===== config.mk =====
export PLATFORM = sky130hd
export DESIGN_NAME = bram_stream_reader
export DESIGN_NICKNAME = d
export VERILOG_FILES = /design/src/rtl/bram_stream_reader.sv
export SDC_FILE = /design/constraint.sdc
export NUM_CORES = 1
export LEC_CHECK = 0
export CORE_MARGIN = 2
export CORE_UTILIZATION = 52
export DETAILED_ROUTE_END_ITERATION = 6
export PLACE_DENSITY_LB_ADDON = 0.3
export RECOVER_POWER = 100
export SKIP_CTS_REPAIR_TIMING = 1
export SYNTH_ARGS = -nofsm -noshare
export SYNTH_HDL_FRONTEND = slang
export SYNTH_SLANG_ARGS = --single-unit
export TNS_END_PERCENT = 30

===== constraint.sdc =====
create_clock -name clock -period 3.25 [get_ports clock]
set_clock_uncertainty 0.15 [all_clocks]
set_input_delay 0.325 -clock clock [delete_from_list [all_inputs] [get_ports clock]]
set_output_delay 0.325 -clock clock [all_outputs]
set_load 0.05 [all_outputs]

===== src/rtl/bram_stream_reader.sv =====
// Streams an inclusive BRAM address range out as a valid/ready stream,
// hiding the RAM's one-cycle read latency behind a 2-entry FIFO.
module bram_stream_reader #(
    parameter int RAM_WIDTH     = 32,
    parameter int RAM_ADDR_BITS = 9
) (
    input  logic                     clock,
    input  logic                     reset,
    input  logic                     start,
    input  logic [RAM_ADDR_BITS-1:0] start_addr,
    input  logic [RAM_ADDR_BITS-1:0] end_addr,
    output logic                     busy,
    output logic                     done,
    output logic                     ram_enable,
    output logic                     write_enable,
    output logic [RAM_ADDR_BITS-1:0] address,
    input  logic [RAM_WIDTH-1:0]     ram_data,
    output logic [RAM_WIDTH-1:0]     out_data,
    output logic                     out_valid,
    output logic                     out_last,
    input  logic                     out_ready
);

    localparam logic [RAM_ADDR_BITS-1:0] ADDR_ONE = {{(RAM_ADDR_BITS-1){1'b0}}, 1'b1};
    localparam logic [RAM_ADDR_BITS:0]   WORD_ONE = {{RAM_ADDR_BITS{1'b0}}, 1'b1};

    typedef enum logic [1:0] {IDLE, READ, DRAIN, FINISH} state_t;

    state_t                   state;
    logic [RAM_ADDR_BITS-1:0] addr_cnt;
    logic [RAM_ADDR_BITS:0]   words_left;
    logic [RAM_ADDR_BITS-1:0] span;

    // Read issued last cycle: ram_data is valid now and lands in the FIFO at this edge.
    logic                     vld_p1;
    logic                     last_p1;

    logic [RAM_WIDTH-1:0]     fifo_data [2];
    logic [1:0]               fifo_last;
    logic                     rd_ptr;
    logic                     wr_ptr;
    logic [1:0]               fifo_count;

    logic                     pop;
    logic                     push;
    logic                     issue;
    logic [1:0]               occupancy;

    assign span         = end_addr - start_addr;
    assign out_valid    = (fifo_count != 2'd0);
    assign out_data     = fifo_data[rd_ptr];
    assign out_last     = out_valid && fifo_last[rd_ptr];
    assign pop          = out_valid && out_ready;
    assign push         = vld_p1;

    // Occupancy after this cycle's pop; a new read is only issued if a FIFO slot is guaranteed.
    assign occupancy    = fifo_count + {1'b0, vld_p1} - {1'b0, pop};
    assign issue        = (state == READ) && (occupancy < 2'd2);

    assign ram_enable   = issue;
    assign write_enable = 1'b0;
    assign address      = addr_cnt;

    always_ff @(posedge clock or posedge reset) begin
        if (reset) begin
            state      <= IDLE;
            addr_cnt   <= '0;
            words_left <= '0;
            busy       <= 1'b0;
            done       <= 1'b0;
            vld_p1     <= 1'b0;
            last_p1    <= 1'b0;
        end else begin
            done    <= 1'b0;
            vld_p1  <= issue;
            last_p1 <= issue && (words_left == WORD_ONE);
            if (issue) begin
                addr_cnt   <= addr_cnt + ADDR_ONE;
                words_left <= words_left - WORD_ONE;
            end
            case (state)
                IDLE: begin
                    if (start) begin
                        addr_cnt   <= start_addr;
                        words_left <= {1'b0, span} + WORD_ONE;
                        busy       <= 1'b1;
                        state      <= READ;
                    end
                end
                READ: begin
                    if (issue && (words_left == WORD_ONE)) begin
                        state <= DRAIN;
                    end
                end
                DRAIN: begin
                    // The tagged beat is the final read, so its handshake leaves nothing behind.
                    if (pop && out_last) begin
                        done  <= 1'b1;
                        state <= FINISH;
                    end
                end
                FINISH: begin
                    busy  <= 1'b0;
                    state <= IDLE;
                end
            endcase
        end
    end

    always_ff @(posedge clock or posedge reset) begin
        if (reset) begin
            fifo_data[0] <= '0;
            fifo_data[1] <= '0;
            fifo_last    <= 2'b00;
            rd_ptr       <= 1'b0;
            wr_ptr       <= 1'b0;
            fifo_count   <= 2'd0;
        end else begin
            if (push) begin
                fifo_data[wr_ptr] <= ram_data;
                fifo_last[wr_ptr] <= last_p1;
                wr_ptr            <= ~wr_ptr;
            end
            if (pop) begin
                rd_ptr <= ~rd_ptr;
            end
            case ({push, pop})
                2'b10:   fifo_count <= fifo_count + 2'd1;
                2'b01:   fifo_count <= fifo_count - 2'd1;
                default: fifo_count <= fifo_count;
            endcase
        end
    end

endmodule

==> results_dict.tcl <==
set metrics [dict create \
    status "finished, violations left" \
    violations "capacitance limit, slew limit" \
    wirelength_mm 10.07 \
    port_buffers 99 \
    max_stage_delay_ps 450 \
    synth_common_cells "99 x mux2_2, 95 x dfrtp_1, 24 x nor2_1" \
    drive_gt1_share_pct 24.95 \
    seqPwrFrac_pct 31.8 \
    path_buf_inv 5 \
    syn_avg_cell_area_sq_um 11.91 \
    rows 35 \
    synth_area_sq_um 4955 \
    path_cells "nor2_1 > inv_1 > nand2_1 > inv_1 > ha_1 > nor2b_1 > xnor2_2 > nand2_1 > buf_4 > inv_4 > buf_6" \
    ios 101 \
    pre_cts_slack_ps 128.6 \
    crit_arrival_ps 2580 \
    grt_max_degree 59 \
    worst_slack_ps 191.8 \
    clockBufferDepth 2 \
    postRouteAntennaNets 0 \
    ys_seq_area_share_pct 47.98 \
    wl_per_cell_microns 15.49 \
    clkPwrFrac_pct 10.9 \
    cp-end-kind "output pin" \
    fmax_mhz 327.0 \
    netlist.area_leader.share_pct 47.98 \
    vias 3438 \
    stdcell_count 650 \
    synth.net_count 489 \
    dieWidth_microns 101.6 \
    cts_tree "yes" \
    syn_inst 416 \
    fin_tns_setup_ps 0 \
    cts_buffers 9 \
    hp-class "reg -> reg" \
    hold_violations 0 \
    cts.clk_slew.worst_paths_ps 90 \
    cpMaxStageDelayCell "dfrtp_1" \
    synth-edff-count 0 \
    start_util_pct 53.62 \
    setup_viol 0 \
    clk_latency_ps 360 \
    drt-pass1-iter-count 4 \
    startpoint_type "register" \
    first_global_vias 3530 \
    syn_to_final_growth_pct 26.72 \
    p_leak_nw 2.693 \
    p_int_w 0.003645 \
    synth.most_common_cell "mux2_2" \
    core_sq_um 9240 \
    ys_seq_elements 95 \
    post-route-min-period_ps 3058 \
    max-cap-violations 2 \
    drtIter0Drc 83 \
    placedInstanceArea_sq_um 6132 \
    grt.overflow.total 0 \
    yosysTopAreaCell "dfrtp_1" \
    grt_pass1_wl_mm 16.43 \
    crit_required_ps 2770 \
    power.switching_w 0.003140 \
    viasPerCell 5.289 \
    fin_nets 589 \
    cts.sinks 95 \
    global_route.usage.total_pct 20.33 \
    antenna_found_initial 0 \
    ir_drop_uv 582.3 \
    period_share_pct 94.10 \
    cts_root_buf "clkbuf_8" \
    fin_area_sq_um 6279 \
    dp.cells 634 \
    swShare_pct 46.28 \
    place.detailed.hpwl_mm 7.355 \
    cpLargestDelayFamily "buffers and inverters" \
    diodes 0 \
    rsz0062_at_grt "false" \
    synth_warnings 0 \
    cts-htree-levels 3 \
    dieHeight_microns 101.6 \
    maxSlewViolCount 73 \
    drc 0 \
    yosys.cell_types.count 51 \
    powerDensity_nw_per_um2 1081 \
    ys.flop_type "dfrtp_1" \
    comb_power_share_pct 57.3 \
    die_area_sq_um 10330 \
    crit_fanout 11 \
    slew-limit-headroom_pct -29.84 \
    tightest_slew_ps 1948 \
    worst-setup-path-type "reg -> out" \
    gp_congestion 0.8969 \
    ys_async_sr_fraction_pct 100.0 \
    yosys-top-cells-area "dfrtp_1 48%, mux2_2 22%, ha_1 4.5%" \
]
layout by cell type (no fill, tap or decap), types with 7 or more instances in the layout:
master	instances
mux2_2	99
dfrtp_1	95
clkdlybuf4s50_1	51
dlygate4sd3_1	46
nor2_1	24
nand2_1	22
inv_1	20
xnor2_1	18
ha_1	18
xor2_1	17
a21oi_1	14
clkbuf_8	10
nand4_1	7
o21ai_0	7
state kept, by name (all words and copies together) (netlist names), 2 cells and up:
signal and cells:
fifo_last 2, fifo_data 64, state 2, fifo_count 2, address 9, words_left 10
cell families after synthesis:
family | synth area share (%)
buf+inv | 3.056
other cells | 0.07568
simple gates | 8.535
xor+xnor | 6.515
mux | 23.51
flops | 47.98
compound gates | 5.379
fa+ha+maj | 4.950
area by class of cell:
type / instances / area, sq um
clock buffer: 10 / 137.6
clock inverter: 6 / 50.05
fill: 735 / 2962
inverter: 22 / 86.33
multi-input combinational: 282 / 2421
sequential: 95 / 2377
tap: 129 / 161.4
timing repair buffer: 106 / 1045
per-stage QoR:
step           hold WS, ps  power (W)  util, %
5_1_grt              361.0   0.007197    67.95
2_1_floorplan        311.3   0.005041        -
4_1_cts              210.7   0.007013    68.40
3_3_place_gp         323.6   0.006127    66.36
3_5_place_dp         337.1   0.006254    66.36
6_report             350.8   0.006784    67.95
worst register-to-register path: cells and delay by family (launching register included):
family | cells | cell delay [ps]
xor+xnor | 1 | 180
fa+ha+maj | 1 | 340
mux | 1 | 350
simple gates | 5 | 770
compound gates | 1 | 400
flops | 1 | 450
buf+inv | 2 | 150
power groups by stage:
stage	registers, W	logic [W]	clock network, W
after floorplan	0.00224	0.00280	0
after global placement	0.00213	0.00399	0
after detailed placement	0.00218	0.00407	0
after CTS	0.00216	0.00409	0.000762
after global routing	0.00224	0.00415	0.000811
final	0.00216	0.00389	0.000739
path summary, 6_finish.rpt:
kind / endpoint / cells after the start / slack (ps) / start
max: ram_enable / 11 / 190 / fifo_count[0]
min: wr_ptr / 1 / 350 / push
max reg2reg: state[1] / 11 / 340 / fifo_count[0]
min reg2reg: wr_ptr / 1 / 350 / push
max in group asynchronous: busy / 3 / 800 / reset
min in group asynchronous: fifo_data[54] / 2 / 640 / reset
metal layers:
metal  vias up  global-route usage [%]  wire length (microns)
met3        12                   3.451                    375
li1       1652                       -                      -
met2        89                   34.41                   5017
met1      1685                   26.52                   4527
met4         0                   6.861                    148
met5         -                       0                      0
No activity file was read; power rests on OpenSTA's default activity.
